--- config.mk ---
export PLATFORM = sky130hd
export DESIGN_NAME = mul_issue_controller
export DESIGN_NICKNAME = d
export VERILOG_FILES = /design/src/rtl/mul_issue_controller.sv
export SDC_FILE = /design/constraint.sdc
export NUM_CORES = 1
export LEC_CHECK = 0
export ABC_AREA = 1
export CORE_ASPECT_RATIO = 1.5
export CORE_MARGIN = 8
export CORE_UTILIZATION = 65
export DETAILED_ROUTE_END_ITERATION = 8
export DONT_BUFFER_PORTS = 1
export GPL_TIMING_DRIVEN = 0
export PLACE_DENSITY_LB_ADDON = 0.1
export REMOVE_ABC_BUFFERS = 1
export SLEW_MARGIN = 15
export SYNTH_ARGS = -nofsm -noshare
export SYNTH_HDL_FRONTEND = slang
export SYNTH_SLANG_ARGS = --single-unit
export TNS_END_PERCENT = 5
--- constraint.sdc ---
create_clock -name clk_i -period 3.3 [get_ports clk_i]
set_clock_uncertainty 0.2 [all_clocks]
set_input_delay 0.66 -clock clk_i [delete_from_list [all_inputs] [get_ports clk_i]]
set_output_delay 0.66 -clock clk_i [all_outputs]
set_load 0.01 [all_outputs]
--- src/rtl/mul_issue_controller.sv ---
// Issue/retire controller for an external pipelined unsigned array multiplier.
// Conditions signed operands to magnitudes and restores the sign at retire.
module mul_issue_controller #(
    parameter int DATA_WIDTH     = 32,
    parameter int PIPELINE_DEPTH = 4,
    parameter int TAG_WIDTH      = 4
) (
    input  logic                    clk_i,
    input  logic                    rst_n_i,
    input  logic                    flush_i,
    input  logic                    req_valid_i,
    output logic                    req_ready_o,
    input  logic [1:0]              req_op_i,
    input  logic [DATA_WIDTH-1:0]   req_a_i,
    input  logic [DATA_WIDTH-1:0]   req_b_i,
    input  logic [TAG_WIDTH-1:0]    req_tag_i,
    output logic                    rsp_valid_o,
    input  logic                    rsp_ready_i,
    output logic [DATA_WIDTH-1:0]   rsp_data_o,
    output logic [TAG_WIDTH-1:0]    rsp_tag_o,
    output logic                    mul_clk_en_o,
    output logic                    mul_valid_o,
    output logic [DATA_WIDTH-1:0]   mul_multiplicand_o,
    output logic [DATA_WIDTH-1:0]   mul_multiplier_o,
    input  logic [2*DATA_WIDTH-1:0] mul_product_i,
    output logic                    busy_o
);

    localparam int W  = DATA_WIDTH;
    localparam int SD = PIPELINE_DEPTH - 1;
    localparam logic [1:0] OP_MUL   = 2'b00;
    localparam logic [1:0] OP_MULHU = 2'b11;

    typedef struct packed {
        logic                 vld;
        logic [1:0]           op;
        logic                 neg;
        logic [TAG_WIDTH-1:0] tag;
    } side_t;

    side_t                side_q [SD];
    logic                 rsp_vld_q;
    logic [W-1:0]         res_q;
    logic [TAG_WIDTH-1:0] tag_q;

    logic         a_sgn;
    logic         b_sgn;
    logic         a_neg;
    logic         b_neg;
    logic         adv;
    logic         accept;
    logic         any_vld;
    logic [2*W-1:0] prod;

    // MUL shares MULH sign handling; the low half is sign-agnostic anyway
    always_comb begin
        a_sgn = (req_op_i != OP_MULHU);
        b_sgn = (req_op_i[1] == 1'b0);
        a_neg = a_sgn & req_a_i[W-1];
        b_neg = b_sgn & req_b_i[W-1];
    end

    assign adv          = !rsp_vld_q || rsp_ready_i;
    assign mul_clk_en_o = adv;
    assign req_ready_o  = adv && !flush_i;
    assign accept       = req_valid_i && req_ready_o;
    assign mul_valid_o  = accept;

    assign mul_multiplicand_o = a_neg ? -req_a_i : req_a_i;
    assign mul_multiplier_o   = b_neg ? -req_b_i : req_b_i;

    always_comb begin
        any_vld = 1'b0;
        for (int i = 0; i < SD; i++)
            any_vld = any_vld | side_q[i].vld;
    end

    assign prod = side_q[SD-1].neg ? -mul_product_i : mul_product_i;

    always_ff @(posedge clk_i or negedge rst_n_i) begin
        if (!rst_n_i) begin
            for (int i = 0; i < SD; i++)
                side_q[i] <= '0;
            rsp_vld_q <= 1'b0;
            res_q     <= '0;
            tag_q     <= '0;
        end else if (flush_i) begin
            for (int i = 0; i < SD; i++)
                side_q[i].vld <= 1'b0;
            rsp_vld_q <= 1'b0;
        end else if (adv) begin
            side_q[0] <= '{vld: accept,
                           op:  req_op_i,
                           neg: a_neg ^ b_neg,
                           tag: req_tag_i};
            for (int i = 1; i < SD; i++)
                side_q[i] <= side_q[i-1];
            if (side_q[SD-1].vld) begin
                rsp_vld_q <= 1'b1;
                tag_q     <= side_q[SD-1].tag;
                if (side_q[SD-1].op == OP_MUL)
                    res_q <= prod[W-1:0];
                else
                    res_q <= prod[2*W-1:W];
            end else begin
                rsp_vld_q <= 1'b0;
            end
        end
    end

    assign rsp_valid_o = rsp_vld_q;
    assign rsp_data_o  = res_q;
    assign rsp_tag_o   = tag_q;
    assign busy_o      = rsp_vld_q | any_vld;

endmodule

# Word level (Yosys, flattened, before mapping)
# Index checks and enable logic that the tools add are counted.
dict set report classes {
  add_sub_neg 3
  bitwise_logic 8
  mux 11
  eq_ne 1
  reduce_logical 9
}
# op n
set op_table {}
lappend op_table {{$mux 32} 3}
lappend op_table {{$mux 64} 1}
lappend op_table {{$neg 32->32} 2}
lappend op_table {{$neg 64->64} 1}
lappend op_table {{$mux 24} 1}
lappend op_table {{$mux 1} 6}
lappend op_table {{$or 1x1->1} 3}
lappend op_table {{$reduce_and 3->1} 1}
lappend op_table {{$and 1x1->1} 2}
lappend op_table {{$logic_and 1x1->1} 2}
lappend op_table {{$logic_not 1->1} 2}
lappend op_table {{$logic_not 2->1} 1}
lappend op_table {{$ne 2x2->1 const B} 1}
lappend op_table {{$not 1->1} 2}
lappend op_table {{$reduce_and 2->1} 1}
lappend op_table {{$reduce_bool 2->1} 1}
lappend op_table {{$logic_or 1x1->1} 1}
lappend op_table {{$xor 1x1->1} 1}
dict set report totals {
  regBits 61
  elab_cells 47
  out_inout_bits 105
}

# Logic depth before layout (Yosys ltp)
dict set report logic_depth {
  depth_word 6
  ltp_mapped 13
  ltp_nobuf 13
}

# Worst setup path after synthesis
# OpenSTA, ideal clock, no wires.
dict set report synth_path {
  path_type {input to output}
  from {input req_b_i[1]}
  to {output mul_multiplier_o[28]}
  cell_stages 10
  n_path_buf 0
  arrival_ns 1.874
  setup_slack_ns 0.566
  path_cell_list {inv_1 -> ha_1 -> nand3_2 -> nor2_1 -> nand2_1 -> nor2_2 -> nand3_1 -> o21ai_2 -> nand2_1 -> xor2_1}
}
dict set report synth_between {
  elab_chain_len 2
}
# item line_no
set synth_rtl {}
lappend synth_rtl {{start, declared} 15} ;# input logic [DATA_WIDTH-1:0] req_b_i,
lappend synth_rtl {{$neg 32->32} 70} ;# assign mul_multiplier_o = b_neg ? -req_b_i : req_b_i;
lappend synth_rtl {{$mux 32} 70}
lappend synth_rtl {{end, declared} 24} ;# output logic [DATA_WIDTH-1:0] mul_multiplier_o,
# No other way between the ends.

# Worst setup path after layout
dict set report layout_path {
  from {input req_a_i[10]}
  to {output mul_multiplicand_o[31]}
}
dict set report layout_between {
  elab_chain_len 2
}
# item line_no
set layout_rtl {}
lappend layout_rtl {{start, declared} 14} ;# input logic [DATA_WIDTH-1:0] req_a_i,
lappend layout_rtl {{$neg 32->32} 69} ;# assign mul_multiplicand_o = a_neg ? -req_a_i : req_a_i;
lappend layout_rtl {{$mux 32} 69}
lappend layout_rtl {{end, declared} 23} ;# output logic [DATA_WIDTH-1:0] mul_multiplicand_o,
# No other way between the ends.

==> flow_metrics.py <==
metrics = {
    "critical_path": {
        "required_ns": 2.44,
        "critPathLaunchType": "input pin",
        "r2r_setup_slack_ns": 0.42,
        "worstReg2RegEnd": "rsp_data_o[0]",
        "slowest_stage": "nor3_1",
        "worstSetupPathType": "in -> out",
        "path_delay_family": "simple AND/OR/NAND/NOR gates",
        "cpMostUsedCell": "nor2_1",
        "path_buf_inv": 1,
        "path_depth": 9,
        "crit_fanout": 3,
        "rr_startpoint": "side_q[6]",
        "crit_start": "req_a_i[10]",
        "critPathMaxStageDelay_ns": 0.33,
        "reg2reg_depth": 4,
        "worstPathArrival_ns": 2.16,
        "endpoint_kind": "output pin",
        "worstPathCellList": "nor2_1, nand2_1, nor2_1, nand2_1, inv_1, nand4_1, nor3_1, nor2_1, nor2_1",
    },
    "detailed_routing": {
        "wl_mm": 23.2,
        "drt_iter0_markers": 470,
        "wire_per_inst_um": 18.5,
        "ant_nets": 0,
        "drcViolationCount": 0,
        "firstDrtPassIters": 6,
        "viasPerCell": 5.91,
        "vias": 7423,
    },
    "logic_synthesis": {
        "ys.flop_type": "dfrtp_1",
        "synthesis.area_um2": 6740,
        "synth_area_per_cell_um2": 5.83,
        "yosys.area.top_type": "dfrtp_1",
        "async_flop_share_pct": 100,
        "synthCells": 1156,
        "synthDistinctLibCells": 44,
        "synth_area_leaders": "dfrtp_1 (23%), nand2_1 (17%), nor2_1 (11%)",
        "synth_top_area_share_pct": 22.7,
        "synth-edff-count": 0,
        "synth_seq_cells": 61,
        "ys_seq_area_share_pct": 22.7,
        "ys_warn_count": 0,
    },
    "global_routing": {
        "grt-ovfl-total": 0,
        "grt_pass1_vias": 7224,
        "grt_max_degree": 81,
        "grt_antenna_before_repair": 0,
        "track_usage_pct": 32.6,
        "grt_pass1_wl_mm": 35.9,
    },
    "clock_tree": {
        "clk_latency_ns": 0.34,
        "clockBufferDepth": 2,
        "postCtsSetupBuffers": 0,
        "cts_tree": "built",
        "cts_max_level": 3,
        "clock-root-buffer": "clkbuf_16",
        "clk_pin_slew_ns": 0.05,
        "numCtsBuffers": 9,
        "numClockSinks": 61,
    },
    "run_status": {
        "status": "complete, but fails checks",
        "failed_checks": "hold timing",
    },
    "layout": {
        "multi_input_area_um2": 4540,
        "drive_gt1_share_pct": 7.99,
        "n_fill_cell": 969,
        "ff_latch_area_um2": 1530,
        "diodes": 0,
        "nets": 1276,
        "area_growth_pct": 5.81,
    },
    "sta": {
        "hold_violations": 5,
        "setup_viol": 0,
        "setup_ws_ns": 0.277,
        "fin_crit_sh_pct": 91.6,
        "grt_setup_unrepaired": "false",
        "fmax_mhz": 331,
        "whs_ns": -0.00433,
        "slew-limit-headroom_pct": 44.6,
        "final.setup.tns_ns": 0,
        "slew_viol_final": 0,
        "tightest_slew_ns": 0.831,
        "period_needed_ns": 3.02,
    },
    "power_and_ir_drop": {
        "pwr_density_cell_nw_per_um2": 460,
        "ir_worst_vdd_v": 0.000215,
        "power.leakage_uw": 0.00345,
    },
    "die": {
        "core_area_um2": 10100,
        "start_util_pct": 66.5,
        "rows": 45,
        "die_w_um": 99.1,
        "die_area_um2": 13900,
        "ios": 244,
        "die_h_um": 141,
    },
    "flow_run": {
        "cap_violations": 0,
    },
    "place": {
        "dp_slack_ns": -0.572,
        "globalplace.congestion": 0.968,
        "portBuffers": 0,
        "hpwl_mm": 18.6,
    },
    "min_path": {
        "min_path_type": "in -> async",
    },
}
[worst max path at each step]
| stage | to | slack [ns] |
|---|---|---|
| floorplan | mul_multiplier_o[5] | 0.07 |
| CTS | mul_multiplier_o[5] | 0.02 |
| global route | mul_multiplicand_o[31] | 0.13 |
| detailed placement | mul_multiplicand_o[5] | -0.57 |
| finish | mul_multiplicand_o[31] | 0.28 |
| global placement | rsp_data_o[4] | -1.40 |
[cell families after synthesis]
kind of cell / count (synthesis) / share of synthesized area, %
compound gates: 139 / 12.1
simple gates: 724 / 47.2
xor+xnor: 55 / 7.15
flops: 61 / 22.7
buf+inv: 174 / 10.3
fa+ha+maj: 3 / 0.557
[per-layer routing]
layer	up-vias	track usage, %	share of wire, %
met2	355	58.8	51
li1	3631	-	-
met3	77	11.2	10
met1	3360	31.0	33
met5	-	0	0
met4	0	19.9	5.7
[report_power, final]
group / switching (µW) / internal, µW / leakage [µW]
Clock: 353 / 704 / 0.000160
Combinational: 639 / 408 / 0.00256
Sequential: 245 / 929 / 0.000729
[repair_timing]
action / CTS / global route
hold buffers: 1 / 0
endpoints found under the hold margin: 61 / 0
resized for setup: 2 / 2
endpoints found under the setup margin: 15 / 14
[cell usage in the layout, fill, tap and decap left out, types with 3 or more instances in the layout]
master / n
nand2_1: 311
nor2_1: 190
inv_1: 135
nand3_1: 111
o21ai_0: 60
dfrtp_1: 60
xor2_1: 39
a21oi_1: 35
or2_2: 27
xnor2_1: 16
nand4_1: 16
a21boi_1: 16
nand2_2: 13
nand3b_1: 12
nor2_2: 11
clkbuf_16: 9
nor2_4: 7
nor3_1: 7
nor4_1: 6
o21ai_2: 4
o211ai_1: 4
a2bb2oi_1: 4
nand3_2: 3
nor3_2: 3
a31oi_1: 3
inv_2: 3
o22ai_1: 3
ha_1: 3
[through the flow]
step	instance area (µm²)	utilization (%)	power, µW	cells	hold WS (ns)
3_3_place_gp	6710	66.2	2190	1238	0.166
3_5_place_dp	6750	66.6	2200	1239	0.166
4_1_cts	7120	70.2	3290	1256	0.000709
5_1_grt	7130	70.3	3480	1256	0.00918
6_report	7130	70.3	3280	1256	-0.00433
2_1_floorplan	6560	-	1950	1121	0.164
[synthesized netlist by cell type (2+ instances only)]
master,count
nor4_1,6
o21ai_0,60
nand3_1,111
nand3_2,3
nor3_1,7
o211ai_1,4
o31ai_1,2
a21boi_0,2
nand2_2,13
o21bai_1,2
or2_0,2
nor2_2,12
clkbuf_1,15
a21oi_1,35
nor2_1,193
nand3b_1,12
o21ai_1,2
inv_2,2
buf_4,4
xor2_1,39
nor2_4,3
or2_2,27
a2bb2oi_1,4
ha_1,3
nand2_1,311
a31oi_1,3
o21ai_2,4
dfrtp_1,61
nor3b_1,2
a21boi_1,16
buf_2,14
nor3_2,3
nand4_1,16
xnor2_1,16
inv_1,136
o22ai_1,3
[cell type report]
type / instances / area share [%]
Multi-Input combinational cell: 921 / 63.7
Sequential cell: 61 / 21.5
Inverter: 139 / 7.37
Clock buffer: 13 / 3.65
Tap cell: 117 / 2.05
Clock inverter: 3 / 0.966
Timing Repair Buffer: 2 / 0.772
[flip-flops by register name (all words and copies together), names as in the netlist]
| name | flops |
|---|---|
| rsp_data_o | 32 |
| rsp_tag_o | 4 |
| rsp_valid_o | 1 |
| side_q | 24 |
Note: power is estimated with default switching activity, not from simulation.
